**config.mk**
```make
export PLATFORM = sky130hd
export DESIGN_NAME = disp_share_arb
export DESIGN_NICKNAME = d
export VERILOG_FILES = /design/src/rtl/disp_share_pkg.sv /design/src/rtl/rr_picker.sv /design/src/rtl/disp_share_arb.sv
export SDC_FILE = /design/constraint.sdc
export NUM_CORES = 1
export LEC_CHECK = 0
export BUFFER_PORTS_ARGS = -buffer_cell sky130_fd_sc_hd__buf_2
export CAP_MARGIN = 20
export CORE_ASPECT_RATIO = 0.7
export CORE_MARGIN = 4
export CORE_UTILIZATION = 40
export CTS_CLUSTER_DIAMETER = 200
export DETAILED_ROUTE_END_ITERATION = 8
export GPL_TIMING_DRIVEN = 0
export PLACE_DENSITY = 0.87
export SLEW_MARGIN = 30
export SYNTH_ARGS = -nofsm -noshare
export SYNTH_HDL_FRONTEND = slang
export SYNTH_SLANG_ARGS = --single-unit
```
**constraint.sdc**
```tcl
create_clock -name clk -period 2.9 [get_ports clk]
set_input_delay 0.29 -clock clk [delete_from_list [all_inputs] [get_ports clk]]
set_output_delay 0.29 -clock clk [all_outputs]
set_load 0.01 [all_outputs]
```
**src/rtl/disp_share_pkg.sv**
```systemverilog
// Shared types and constants for the display time-sharing arbiter.
package disp_share_pkg;

  typedef enum logic [1:0] {
    StIdle,
    StHold,
    StBlank
  } state_e;

  localparam int unsigned DIGITS = 8;
  localparam int unsigned HEX_W  = 32;

  localparam logic [DIGITS-1:0] LES_IDLE = 8'hFF;
  localparam logic [HEX_W-1:0]  HEX_IDLE = 32'h0;

endpackage

```
**src/rtl/rr_picker.sv**
```systemverilog
// Round-robin picker: first requester after ptr (wrapping) among req & mask.
module rr_picker #(
  parameter int unsigned N = 4
) (
  input  logic [N-1:0] req,
  input  logic [N-1:0] mask,
  input  logic [2:0]   ptr,
  output logic         found,
  output logic [2:0]   idx
);

  logic [N-1:0] cand;

  // Scan positions ptr+1, ptr+2, ... ptr+N (mod N); first candidate wins.
  always_comb begin
    cand  = req & mask;
    found = 1'b0;
    idx   = 3'd0;
    for (int unsigned k = 1; k <= N; k++) begin
      for (int unsigned i = 0; i < N; i++) begin
        if (!found && cand[i] && (((32'(ptr) + k) % N) == i)) begin
          found = 1'b1;
          idx   = 3'(i);
        end
      end
    end
  end

endmodule

```
**src/rtl/disp_share_arb.sv**
```systemverilog
// Time-sharing arbiter for the 8-digit seven-segment display.
// Optional macro DISP_SHARE_ARB_BLANK_EN: insert a one-tick blank between
// two distinct owners.
module disp_share_arb
  import disp_share_pkg::*;
#(
  parameter int unsigned N     = 4,
  parameter int unsigned DWELL = 3
) (
  input  logic             clk,
  input  logic             rst_n,
  input  logic             tick,
  input  logic [N-1:0]     req,
  input  logic [N*32-1:0]  hexs_in,
  input  logic [N*8-1:0]   point_in,
  input  logic [N*8-1:0]   les_in,
  output logic [N-1:0]     gnt,
  output logic [2:0]       owner,
  output logic             busy,
  output logic [31:0]      Hexs,
  output logic [7:0]       Point,
  output logic [7:0]       Les
);

  state_e              state_q;
  logic [N-1:0]        gnt_q;
  logic [2:0]          owner_q;
  logic                busy_q;
  logic [3:0]          dwell_q;
  logic [2:0]          rr_q;
  logic [HEX_W-1:0]    hexs_q;
  logic [DIGITS-1:0]   point_q;
  logic [DIGITS-1:0]   les_q;

  logic [N-1:0]        pick_mask;
  logic                pick_found;
  logic [2:0]          pick_idx;
  logic [N-1:0]        pick_oh;
  logic                owner_req;
  logic [HEX_W-1:0]    sel_hexs;
  logic [DIGITS-1:0]   sel_point;
  logic [DIGITS-1:0]   sel_les;

  // While holding, the current owner is excluded so a switch always moves on.
  always_comb begin
    pick_mask = '1;
    if (state_q == StHold) begin
      pick_mask = ~gnt_q;
    end
  end

  rr_picker #(
    .N (N)
  ) u_picker (
    .req   (req),
    .mask  (pick_mask),
    .ptr   (rr_q),
    .found (pick_found),
    .idx   (pick_idx)
  );

  // Owner-indexed views of the request and image buses.
  always_comb begin
    pick_oh   = '0;
    owner_req = 1'b0;
    sel_hexs  = HEX_IDLE;
    sel_point = '0;
    sel_les   = LES_IDLE;
    for (int unsigned i = 0; i < N; i++) begin
      if (pick_idx == 3'(i)) begin
        pick_oh[i] = 1'b1;
      end
      if (owner_q == 3'(i)) begin
        owner_req = req[i];
        sel_hexs  = hexs_in[i*32 +: 32];
        sel_point = point_in[i*8 +: 8];
        sel_les   = les_in[i*8 +: 8];
      end
    end
  end

  // Arbitration FSM with registered grant/owner/busy.
  always_ff @(posedge clk) begin
    if (!rst_n) begin
      state_q <= StIdle;
      gnt_q   <= '0;
      owner_q <= 3'd0;
      busy_q  <= 1'b0;
      dwell_q <= 4'd0;
      rr_q    <= 3'(N - 1);
    end else begin
      unique case (state_q)
        StIdle: begin
          if (pick_found) begin
            state_q <= StHold;
            gnt_q   <= pick_oh;
            owner_q <= pick_idx;
            rr_q    <= pick_idx;
            busy_q  <= 1'b1;
            dwell_q <= 4'(DWELL);
          end
        end
        StHold: begin
          if (!owner_req || dwell_q == 4'd0) begin
            if (pick_found) begin
`ifdef DISP_SHARE_ARB_BLANK_EN
              state_q <= StBlank;
              gnt_q   <= '0;
              busy_q  <= 1'b0;
`else
              gnt_q   <= pick_oh;
              owner_q <= pick_idx;
              rr_q    <= pick_idx;
              dwell_q <= 4'(DWELL);
`endif
            end else if (!owner_req) begin
              // Released with nobody waiting.
              state_q <= StIdle;
              gnt_q   <= '0;
              busy_q  <= 1'b0;
            end else begin
              // Expired but uncontested: keep the owner, restart the dwell.
              dwell_q <= 4'(DWELL);
            end
          end else if (tick && dwell_q != 4'd0) begin
            dwell_q <= dwell_q - 4'd1;
          end
        end
`ifdef DISP_SHARE_ARB_BLANK_EN
        StBlank: begin
          if (tick) begin
            if (pick_found) begin
              state_q <= StHold;
              gnt_q   <= pick_oh;
              owner_q <= pick_idx;
              rr_q    <= pick_idx;
              busy_q  <= 1'b1;
              dwell_q <= 4'(DWELL);
            end else begin
              state_q <= StIdle;
            end
          end
        end
`endif
        default: begin
          state_q <= StIdle;
          gnt_q   <= '0;
          busy_q  <= 1'b0;
        end
      endcase
    end
  end

  // Display image register, one stage behind the grant.
  always_ff @(posedge clk) begin
    if (!rst_n) begin
      hexs_q  <= HEX_IDLE;
      point_q <= '0;
      les_q   <= LES_IDLE;
    end else if (busy_q) begin
      hexs_q  <= sel_hexs;
      point_q <= sel_point;
      les_q   <= sel_les;
    end else begin
      hexs_q  <= HEX_IDLE;
      point_q <= '0;
      les_q   <= LES_IDLE;
    end
  end

  assign gnt   = gnt_q;
  assign owner = owner_q;
  assign busy  = busy_q;
  assign Hexs  = hexs_q;
  assign Point = point_q;
  assign Les   = les_q;

endmodule

```
-- After elaboration in Yosys (flattened, before gate mapping)
Index checks and enable logic that the tools add are counted.
- add/subtract/negate cells: 5
- multipliers: 0
- divide/modulo/power cells: 0
- $lt $le $gt $ge: 0
- equality and inequality tests: 26
- shifts and indexed selects: 0
- mux-type cells: 79
- bitwise logic cells: 2
- reduce and logical (&&, ||, !) cells: 64
- operators with widths (kind ; count):
    $logic_not A32 Y1 ; 4
    $mux W32 ; 4
    $mux W8 ; 8
    $mux W4 ; 10
    $mux W2 ; 18
    $logic_and A1 B1 Y1 ; 32
    $mux W1 ; 29
    $eq A2 B2 Y1 const B ; 8
    $logic_not A1 Y1 ; 16
    $pmux W4 S2 ; 2
    $eq A3 B2 Y1 const B ; 4
    $mux W3 ; 4
    $pmux W3 S2 ; 2
    $eq A2 B1 Y1 const B ; 5
    $reduce_and A4 Y1 ; 2
    $eq A3 B1 Y1 const B ; 2
    $logic_not A3 Y1 ; 2
    $ne A2 B2 Y1 const B ; 3
    $add A2 B1 Y2 const B ; 2
    $add A2 B2 Y2 const B ; 2
    $and A4 B4 Y4 ; 1
    $logic_not A4 Y1 ; 1
    $ne A4 B4 Y1 const B ; 1
    $not A4 Y4 ; 1
    12 further kinds ; 13
- register bits after elaboration: 65
- latch bits: 0
- memory bits (writable): 0
- memory bits (read-only): 0
- bits of input ports: 199
- memories: 0

-- Depth between registers and ports, before layout
Gate-level depths: netlist (run 1).
- depth in word-level cells: 70
- gate-level depth with buffers: 9

-- Modules after synthesis
From an unflattened synthesis (run 1), not the netlist that was laid out.
- cells, all modules: 385
- area, all modules: 3290.7 sq um
- modules (own cells, without submodules) (module ; times used ; cells an instance ; area an instance (sq um)):
    disp_share_arb ; 1 ; 367 ; 3176.8
    rr_picker ; 1 ; 18 ; 113.9

-- Worst setup path before layout (run 1)
No wires, ideal clock.
- path kind: register to register
- start: reg state_q[0]
- end: reg gnt_q[1] (netlist: gnt[1])
- data arrival time: 2.041 ns
- required time: 2.816 ns
- setup slack: 0.774 ns
- cell stages (with the launch flop): 9
- clock period less this slack: 2.126 ns
- path through: dfxtp_1 > clkbuf_1 > o211ai_1 > nor2_1 > ha_1 > a21oi_1 > nor2_1 > or3_1 > o31ai_2
- longest elaborated chain between the ends: 70
- RTL lines (what ; RTL line ; text):
    start: declaration ; disp_share_arb.sv:25 ; state_e state_q;
    start signal: assignment ; disp_share_arb.sv:85 ; state_q <= StIdle;
    start signal: assignment ; disp_share_arb.sv:95 ; state_q <= StHold;
    start signal: assignment ; disp_share_arb.sv:118 ; state_q <= StIdle;
    $eq A2 B1 Y1 ; disp_share_arb.sv:47, disp_share_arb.sv:92 ;
    $mux W4 ; disp_share_arb.sv:47 ; if (state_q == StHold) begin
    $and A4 B4 Y4 ; rr_picker.sv:16 ; cand = req & mask;
    $logic_and A1 B1 Y1 ; rr_picker.sv:21 ; if (!found && cand[i] && (((32'(ptr) + k) % N) == i)) begin
    $mux W1 ; rr_picker.sv:21 ;
    $logic_not A1 Y1 ; rr_picker.sv:21 ;
    $logic_and A1 B1 Y1 (2 in series) ; rr_picker.sv:21 ;
    $mux W1 ; rr_picker.sv:21 ;
    [52 not listed] ; -- ;
    $logic_not A1 Y1 ; rr_picker.sv:21 ;
    $logic_and A1 B1 Y1 (2 in series) ; rr_picker.sv:21 ;
    $mux W2 ; rr_picker.sv:21 ;
    $eq A3 B1 Y1 ; disp_share_arb.sv:70 ; if (pick_idx == 3'(i)) begin
    $mux W1 ; disp_share_arb.sv:70 ;
    $mux W4 ; disp_share_arb.sv:105 ; if (pick_found) begin
    $mux W4 ; disp_share_arb.sv:104 ; if (!owner_req || dwell_q == 4'd0) begin
    $pmux W4 S2 ; disp_share_arb.sv:92 ; unique case (state_q)
    end signal: assignment ; disp_share_arb.sv:96 ; gnt_q <= pick_oh;
    end signal: assignment ; disp_share_arb.sv:111 ; gnt_q <= pick_oh;
    end: declaration ; disp_share_arb.sv:26 ; logic [N-1:0] gnt_q;
Parallel ways exist; a longest one is shown, timed or not. The select of a mux whose other input is x is not followed.
A chain may end at the register's enable or synchronous reset.

-- Final worst setup path (run 1)
Same ends and word-level chain as after synthesis.

==> metrics.txt, run 1 <==
DR vias/cell 5.28; Die Span Y 83.6 um; RSZ-0062 raised after global routing no; Syn Nets 471; # rows 27; Max Slew Vio Count 0; Layout area overhead 52.2%; kind of critical path reg -> reg; Die X 116 um; clock slew at reported path FFs 50 ps; Max Clk Rate 397 MHz; CTS sink cnt 61; CTS resizes 0; Setup WS pre-CTS 461 ps; Clock Skew 6.07 ps; CP max FO 9; cell count after synthesis 270; Ports 255; status finished, final reports clean; Setup-failing EPs final 0; antenna viol nets, final 0; total die area 9690 sq um; final setup margin 379 ps; Starting Density 0.413; Crit path arrival time 2750 ps; Nets 735; initial drt markers 158; Tcrit/Tclk final 0.869; dpl cell area 4660 sq um; post-synthesis sequential area ratio 0.374; HPWL after detailed placement 9840 um; Synth area leader dfxtp_1; Worst slew margin 0.499; CTS max path bufs 2; final WL 11700 um; vias in the first global route 3657; Hold WS 361 ps; syn_area_per_cell 12.1 sq um; Ys Warns 0; first-pass GRT wire length 17800 um; Routability Congestion 0.967; initial antenna violation count 0; Max Cap Viol 0; H-tree depth 3; Worst-Skew Late Latency 320 ps; design area 4970 sq um; final period demand of the worst path 2520 ps; IO Port Bufs 253; reg-to-reg slack, setup 380 ps; layout cells sized above 1 0.628; DRC 0; Mapped Area 3260 sq um; Final Hold Fails 0; # Post-CTS Setup Buffers 0; Top FF cell, synth dfxtp_1; PwrDens 705 nW/um^2; total iterations of the first detailed-routing run 5; FFs w/ async S/R, synth 0; crit start category flop; Yosys reg bits 61; setup TNS 0 ps; most frequent cell after synthesis dfxtp_1; worst slew pin tran 747 ps; Tot GR Track Use 0.239; worst path required time 3130 ps; Tightest Hold Check Type in -> reg; # fillers 664; pin count of the biggest net entering global routing 11; Overflow after GRT 0; main area contributors after synthesis dfxtp_1 (37%), mux4_2 (34%), nor2b_1 (7.7%); routed length per instance 18.3 um; Hold Buf Count CTS 0; CORE AREA 7910 sq um; maximum VDD drop 0.474 mV; Final Total Pwr 0.00350 W; Synth top area share 0.374; CTS tree built; antenna diode count 0; Leakage 2.33 nW; DR vias 3377; Post-synth EDFFs 0; crit end category flop; Root Buffer clkbuf_16; Synth cell types 37; CTS Buf Count 9; synth cell count leaders dfxtp_1 (61), mux4_2 (49), nor2b_1 (40)
-- sequential cells by signal, summed over array words and instances (netlist names) --
register	flops
dwell_q	4
state_q	1
Les	8
gnt	4
Point	8
rr_q	2
owner	2
Hexs	32
-- area by class of cell --
class / instances / area (sq um) / area share
Buffer: 21 / 96.3 / 0.0194
Sequential cell: 61 / 1220 / 0.246
Timing Repair Buffer: 253 / 1270 / 0.255
Multi-Input combinational cell: 180 / 1920 / 0.386
Clock buffer: 12 / 267 / 0.0537
Inverter: 8 / 30.0 / 0.00605
Tap cell: 101 / 126 / 0.0254
Clock inverter: 3 / 43.8 / 0.00882
-- routing by layer --
layer  global-route usage  wire [um]
met5                    0          0
met4               0.0843        240
met3               0.0616       1040
met2                0.439       6160
met1                0.262       4220
-- cells by family (layout without fill, tap and decap cells) --
kind of cell,count (synthesis),count (layout),share of synthesized area
multiplexers,49,49,0.338
AND/OR/NAND/NOR,90,90,0.157
AO/OA/AOI/OAI,38,38,0.0828
buffers and inverters,29,297,0.0387
other,1,1,0.00115
adder cells (fa/ha/maj),2,2,0.00767
flip-flops,61,61,0.374
-- critical path: stages (launching register included) --
cell	delay, ps
dfxtp_1	300
clkbuf_1	180
o211ai_1	660
nor2_1	120
ha_1	250
a21oi_1	220
nor2_1	130
or3_1	350
o31ai_2	230
-- metrics by stage --
stage | util | cells
after global placement | 0.589 | 624
final | 0.628 | 639
after global routing | 0.628 | 639
after detailed placement | 0.589 | 624
after floorplan | - | 270
after CTS | 0.628 | 639
-- power by group --
part / switching, W / total (W) / internal [W]
Sequential: 0.0000562 / 0.00102 / 0.000968
Combinational: 0.000643 / 0.00140 / 0.000753
Clock: 0.000351 / 0.00108 / 0.000729
-- layout by cell type, fill, tap and decap left out, types with 3 or more instances in the layout --
cell type / netlist / layout
mux4_2: 49 / 49
dfxtp_1: 61 / 61
nand2_1: 8 / 8
nor3_1: 3 / 3
nor2b_1: 40 / 40
clkbuf_1: 10 / 10
or3_1: 5 / 5
nand4_1: 3 / 3
a21oi_1: 5 / 5
nor2_1: 12 / 12
nand2b_1: 5 / 5
clkbuf_16: 0 / 9
o21ai_0: 12 / 12
buf_2: 5 / 258
o211ai_1: 4 / 4
clkbuf_8: 0 / 3
inv_1: 8 / 8
buf_1: 4 / 4
or2_2: 8 / 8
-- final timing paths --
check | depth (start not counted) | startpoint | endpoint
setup / recovery | 8 | state_q[0]$_SDFFE_PN0P_ | gnt[1]$_SDFFE_PN0P_
hold / removal | 3 | rst_n | owner[1]$_SDFFE_PN0P_
setup reg to reg | 8 | state_q[0]$_SDFFE_PN0P_ | gnt[1]$_SDFFE_PN0P_
hold reg to reg | 2 | dwell_q[2]$_SDFFE_PN0P_ | dwell_q[2]$_SDFFE_PN0P_
No activity file was read; power rests on OpenSTA's default activity.
==> run 2, diff against run 1 <==
- CORE_UTILIZATION: 40 -> 43
- PLACE_DENSITY: 0.87 -> 0.92
- TNS_END_PERCENT: default -> 20
- clock period: 2.9 -> 3.2 ns (I/O delays scaled with it)
==> metrics.txt, run 2 (same netlist as run 1, synthesis figures left out) <==
Final Total Pwr 0.00288 W (-18%); sw frac 0.326 (+0.0262); HPWL after detailed placement 9640 um (-2.0%); Setup WS pre-CTS 836 ps (+374 ps); Die Span Y 80.9 um (-3.2%); reg-to-reg slack, setup 750 ps (+370 ps); vias in the first global route 3399 (-7.1%); CORE AREA 7350 sq um (-7.0%); clock slew at reported path FFs 70 ps (+20 ps); Crit path arrival time 2690 ps (-60 ps); first-pass GRT wire length 17400 um (-2.2%); # Post-CTS Setup Buffers 0 (unchanged); Layout area overhead 48.7%; Max Clk Rate 409 MHz (+3.0%); final period demand of the worst path 2450 ps (-73.8 ps); Max Cap Viol 0 (unchanged); Net Sw Power 0.000940 W (-11%); # fillers 601 (-9.5%); max reg flops 32 (unchanged); status finished, final reports clean; Tot GR Track Use 0.249 (+0.0103); Reg power frac 0.324 (+0.031); min-delay src rst_n; CTS resizes 0 (unchanged); IO Port Bufs 253 (unchanged); Starting Density 0.444 (+0.0311); Reg-to-Reg Start state_q[0]$_SDFFE_PN0P_; R2R depth 8 (unchanged); antenna diode count 0 (unchanged); CTS sink cnt 61 (unchanged); Overflow after GRT 0 (unchanged); most frequent cells in the layout buf_2 (258), dfxtp_1 (61), mux4_2 (49); Nets 735 (unchanged); maximum VDD drop 0.258 mV (-45%); kind of critical path reg -> reg; DR vias 3382 (+0.15%); RSZ-0062 raised after global routing no; Clock Skew 10.7 ps (+4.59 ps); DRC 0 (unchanged); Worst Hold End owner[1]$_SDFFE_PN0P_; Worst-Skew Late Latency 330 ps (about the same); Setup-failing EPs final 0 (unchanged); H-tree depth 3 (unchanged); Logic pwr share 0.437 (+0.038); Tightest Hold Check Type in -> reg; initial antenna violation count 0 (unchanged); RR Endpoint gnt[1]$_SDFFE_PN0P_; Hold Buf Count CTS 0 (unchanged); Hold Path Depth 3 (unchanged); Die X 112 um (-3.3%); Ports 255 (unchanged); CTS tree built; CTS max path bufs 2 (unchanged); cell-internal power 0.00194 W (-21%); CTS Buf Count 9 (unchanged); worst path required time 3450 ps (+320 ps); Final Hold Fails 0 (unchanged); Clock Power Share 0.239 (-0.070); commonest non-fill, non-tap cell in the layout buf_2; final WL 11700 um (+0.10%); pin count of the biggest net entering global routing 12 (+1); initial drt markers 228 (+44%); crit start category flop; Max Slew Vio Count 0 (unchanged); final setup margin 753 ps (+374 ps); antenna viol nets, final 0 (unchanged); Root Buffer clkbuf_8; crit end category flop; PwrDens 593 nW/um^2 (-16%); Worst slew margin 0.531 (+0.0315); setup TNS 0 ps (unchanged); Leakage 2.27 nW (-2.4%); Routability Congestion 0.888 (-8.2%); total iterations of the first detailed-routing run 4 (-1); worst slew pin tran 700 ps (-47.1 ps); layout cells sized above 1 0.627 (-0.00117); CP max FO 9 (unchanged); Tcrit/Tclk final 0.765 (-0.105); # rows 26 (-3.7%); Hold WS 372 ps (+10.9 ps); DR vias/cell 5.31 (+0.46%); routed length per instance 18.3 um (+0.42%); total die area 9070 sq um (-6.4%)
## run 2: area by class of cell
cell class | count | area (sq um) | area share
sequential | 61 | 1220 | 0.252
clock inverter | 5 | 60.1 | 0.0124
timing repair buffer | 253 | 1270 | 0.261
multi-input combinational | 180 | 1920 | 0.395
tap | 98 | 123 | 0.0253
buffer | 21 | 96.3 | 0.0199
inverter | 8 | 30.0 | 0.00619
clock buffer | 11 | 141 | 0.0291
## run 2: how the worst max path moves through the flow
stage / start / to / slack, ps / cells past startpoint
after floorplan: state_q[0]$_SDFFE_PN0P_ / gnt[1]$_SDFFE_PN0P_ / 1070 / 8
after global placement: state_q[0]$_SDFFE_PN0P_ / gnt[1]$_SDFFE_PN0P_ / 840 / 8
after detailed placement: state_q[0]$_SDFFE_PN0P_ / gnt[1]$_SDFFE_PN0P_ / 840 / 8
after CTS: state_q[0]$_SDFFE_PN0P_ / gnt[1]$_SDFFE_PN0P_ / 790 / 8
after global routing: state_q[0]$_SDFFE_PN0P_ / gnt[1]$_SDFFE_PN0P_ / 570 / 8
final: state_q[0]$_SDFFE_PN0P_ / gnt[1]$_SDFFE_PN0P_ / 750 / 8
## run 2: stage by stage
| step | utilization | cells | area, sq um |
|---|---|---|---|
| 2_1_floorplan | - | 270 | 3260 |
| 3_3_place_gp | 0.633 | 621 | 4650 |
| 3_5_place_dp | 0.633 | 621 | 4650 |
| 4_1_cts | 0.660 | 637 | 4850 |
| 5_1_grt | 0.660 | 637 | 4850 |
| 6_report | 0.660 | 637 | 4850 |
## run 2: worst max-delay path, cell delays in order, from the launching register on
cell,delay [ps]
dfxtp_1,300
clkbuf_1,180
o211ai_1,630
nor2_1,120
ha_1,260
a21oi_1,220
nor2_1,110
or3_1,330
o31ai_2,220
## run 2: routing by layer
layer	part of all wire	global-route usage
met5	0	0
met2	0.53	0.442
met3	0.088	0.0737
met1	0.37	0.299
met4	0.012	0.0696
## run 2: power by group through the flow
stage	combinational, W	sequential (W)	clock, W
2_1_floorplan	0.000819	0.000988	0
3_3_place_gp	0.00122	0.000942	0
3_5_place_dp	0.00126	0.000947	0
4_1_cts	0.00127	0.000932	0.000701
5_1_grt	0.00137	0.000946	0.000737
6_report	0.00126	0.000934	0.000688
==> run 3, diff against run 2 <==
- CORE_UTILIZATION: 43 -> 40
- PLACE_DENSITY: 0.92 -> 0.87
- clock period: 3.2 -> 2.5 ns (I/O delays scaled with it)
==> metrics.txt, run 3 (same netlist as run 1, synthesis figures left out) <==
status finished, final reports clean; final period demand of the worst path 2470 ps (+20.7 ps); Net Sw Power 0.00122 W (+29%); Logic pwr share 0.398 (-0.039); initial drt markers 149 (-35%); Root Buffer clkbuf_16; routed length per instance 18.1 um (-1.3%); # Post-CTS Setup Buffers 0 (unchanged); Nets 735 (unchanged); total iterations of the first detailed-routing run 4 (unchanged); Placed Cells 624 (+0.48%); commonest non-fill, non-tap cell in the layout buf_2; IO Port Bufs 253 (unchanged); layout cells sized above 1 0.630 (+0.00302); Worst-Skew Late Latency 320 ps (about the same); Final Hold Fails 0 (unchanged); Max Cap Viol 0 (unchanged); Tot GR Track Use 0.239 (-0.0103); CTS max path bufs 2 (unchanged); Leakage 2.33 nW (+2.6%); antenna diode count 0 (unchanged); maximum VDD drop 0.551 mV (+110%); RSZ-0062 raised after global routing yes; max reg flops 32 (unchanged); crit start category flop; H-tree depth 3 (unchanged); crit end category flop; Routability Congestion 0.967 (+8.9%); Clock Power Share 0.309 (+0.070); Starting Density 0.413 (-0.0311); Die Span Y 83.6 um (+3.3%); cell-internal power 0.00284 W (+46%); sw frac 0.300 (-0.0267); Max Slew Vio Count 0 (unchanged); Crit path arrival time 2700 ps (about the same); vias in the first global route 3657 (+7.6%); Die X 116 um (+3.4%); Tightest Hold Check Type in -> reg; CTS sink cnt 61 (unchanged); kind of critical path reg -> reg; CP max-delay cell o211ai_1; Worst slew margin 0.533 (+0.00151); Tcrit/Tclk final 0.987 (+0.222); Setup-failing EPs final 0 (unchanged); clock slew at reported path FFs 50 ps (-20 ps); Max Clk Rate 405 MHz (-0.84%); Layout area overhead 52.2%; first-pass GRT wire length 17800 um (+2.3%); final WL 11600 um (-1.0%); CORE AREA 7910 sq um (+7.5%); WP buf/inv 2 (+1); total die area 9690 sq um (+6.8%); most frequent cells in the layout buf_2 (258), dfxtp_1 (61), mux4_2 (49); Core Util, Final 0.628 (-0.0318); CTS tree built; CTS resizes 0 (unchanged); Critical Path Max Stage Delay 410 ps (-220 ps); PwrDens 817 nW/um^2 (+38%); DR vias/cell 5.25 (-1.2%); DRC 0 (unchanged); DR vias 3352 (-0.89%); worst path required time 2730 ps (-720 ps); # rows 27 (+3.8%); final std cells w/o fill 639 (+0.31%); largest delay contributor family on the critical path compound AO/OA/AOI/OAI gates; Ports 255 (unchanged); pin count of the biggest net entering global routing 11 (-1); initial antenna violation count 0 (unchanged); CP max FO 10 (+1); CTS Buf Count 9 (unchanged); HPWL after detailed placement 9840 um (+2.1%); Overflow after GRT 0 (unchanged); antenna viol nets, final 0 (unchanged); worst slew pin tran 698 ps (-2.26 ps); Hold Buf Count CTS 0 (unchanged); Clock Skew 6.03 ps (-4.63 ps); cell chain of the critical path clkbuf_1, clkbuf_1, o211ai_1, nor2_1, ha_1, a21oi_1, nor2_1, or3_1, o31ai_2; Reg power frac 0.293 (-0.031)
run 3: cell count changes in the layout (fill, tap and decap cells not counted):
| cell | before | now |
|---|---|---|
| clkinv_4 | 2 | 1 |
| clkbuf_2 | 0 | 1 |
| clkbuf_16 | 0 | 9 |
| clkbuf_8 | 10 | 3 |
| clkinvlp_4 | 1 | 0 |
| clkbuf_1 | 11 | 9 |
run 3: worst register-to-register path: cells and delay by family (launching register included):
| kind | cells | cell delay [ps] |
|---|---|---|
| AOI/OAI and AO/OA | 3 | 860 |
| adders and majority gates | 1 | 250 |
| buffers and inverters | 2 | 450 |
| DFF | 1 | 300 |
| and+or+nand+nor | 3 | 540 |
run 3: layer usage:
metal  track usage  wire length (um)  vias up
li1              -                 -     1550
met2         0.439              6130      182
met4        0.0843               212        0
met5             0                 0        -
met1         0.262              4200     1596
met3        0.0616              1020       24
run 3: metrics by stage:
| step | setup TNS (ps) | cell area, sq um | hold slack, ps | total power (W) | worst slack, ps |
|---|---|---|---|---|---|
| 6_report | 0 | 4970 | 314 | 0.00406 | 32.5 |
| 3_3_place_gp | 0 | 4660 | 462 | 0.00278 | 84.7 |
| 3_5_place_dp | 0 | 4660 | 500 | 0.00283 | 61.3 |
| 2_1_floorplan | 0 | 3260 | 418 | 0.00231 | 374 |
| 5_1_grt | -88.5 | 4970 | 321 | 0.00429 | -62.7 |
| 4_1_cts | 0 | 4970 | 292 | 0.00411 | 50.5 |
run 3: area by class of cell:
type                    instances  area, sq um
fillers                       665         2940
multi-input cells             180         1920
repair buffers                253         1270
flip-flops and latches         61         1220
clock buffers                  12          267
well taps                     101          126
plain buffers                  21         97.6
clock inverters                 3         43.8
inverters                       8         30.0
run 3: power groups by stage:
stage,Sequential (W),Combinational [W],Clock [W]
3_5_place_dp,0.00121,0.00163,0
5_1_grt,0.00120,0.00177,0.00132
3_3_place_gp,0.00120,0.00158,0
4_1_cts,0.00119,0.00163,0.00128
6_report,0.00119,0.00162,0.00126
2_1_floorplan,0.00126,0.00105,0
run 3: final timing paths:
| kind | startpoint | slack (ps) | cells past startpoint | endpoint |
|---|---|---|---|---|
| worst max-delay path | state_q[0]$_SDFFE_PN0P_ | 30 | 9 | gnt[1]$_SDFFE_PN0P_ |
| worst min-delay path | rst_n | 310 | 3 | owner[1]$_SDFFE_PN0P_ |
| worst max register to register | state_q[0]$_SDFFE_PN0P_ | 30 | 9 | gnt[1]$_SDFFE_PN0P_ |
| worst min register to register | dwell_q[1]$_SDFFE_PN0P_ | 510 | 2 | dwell_q[1]$_SDFFE_PN0P_ |
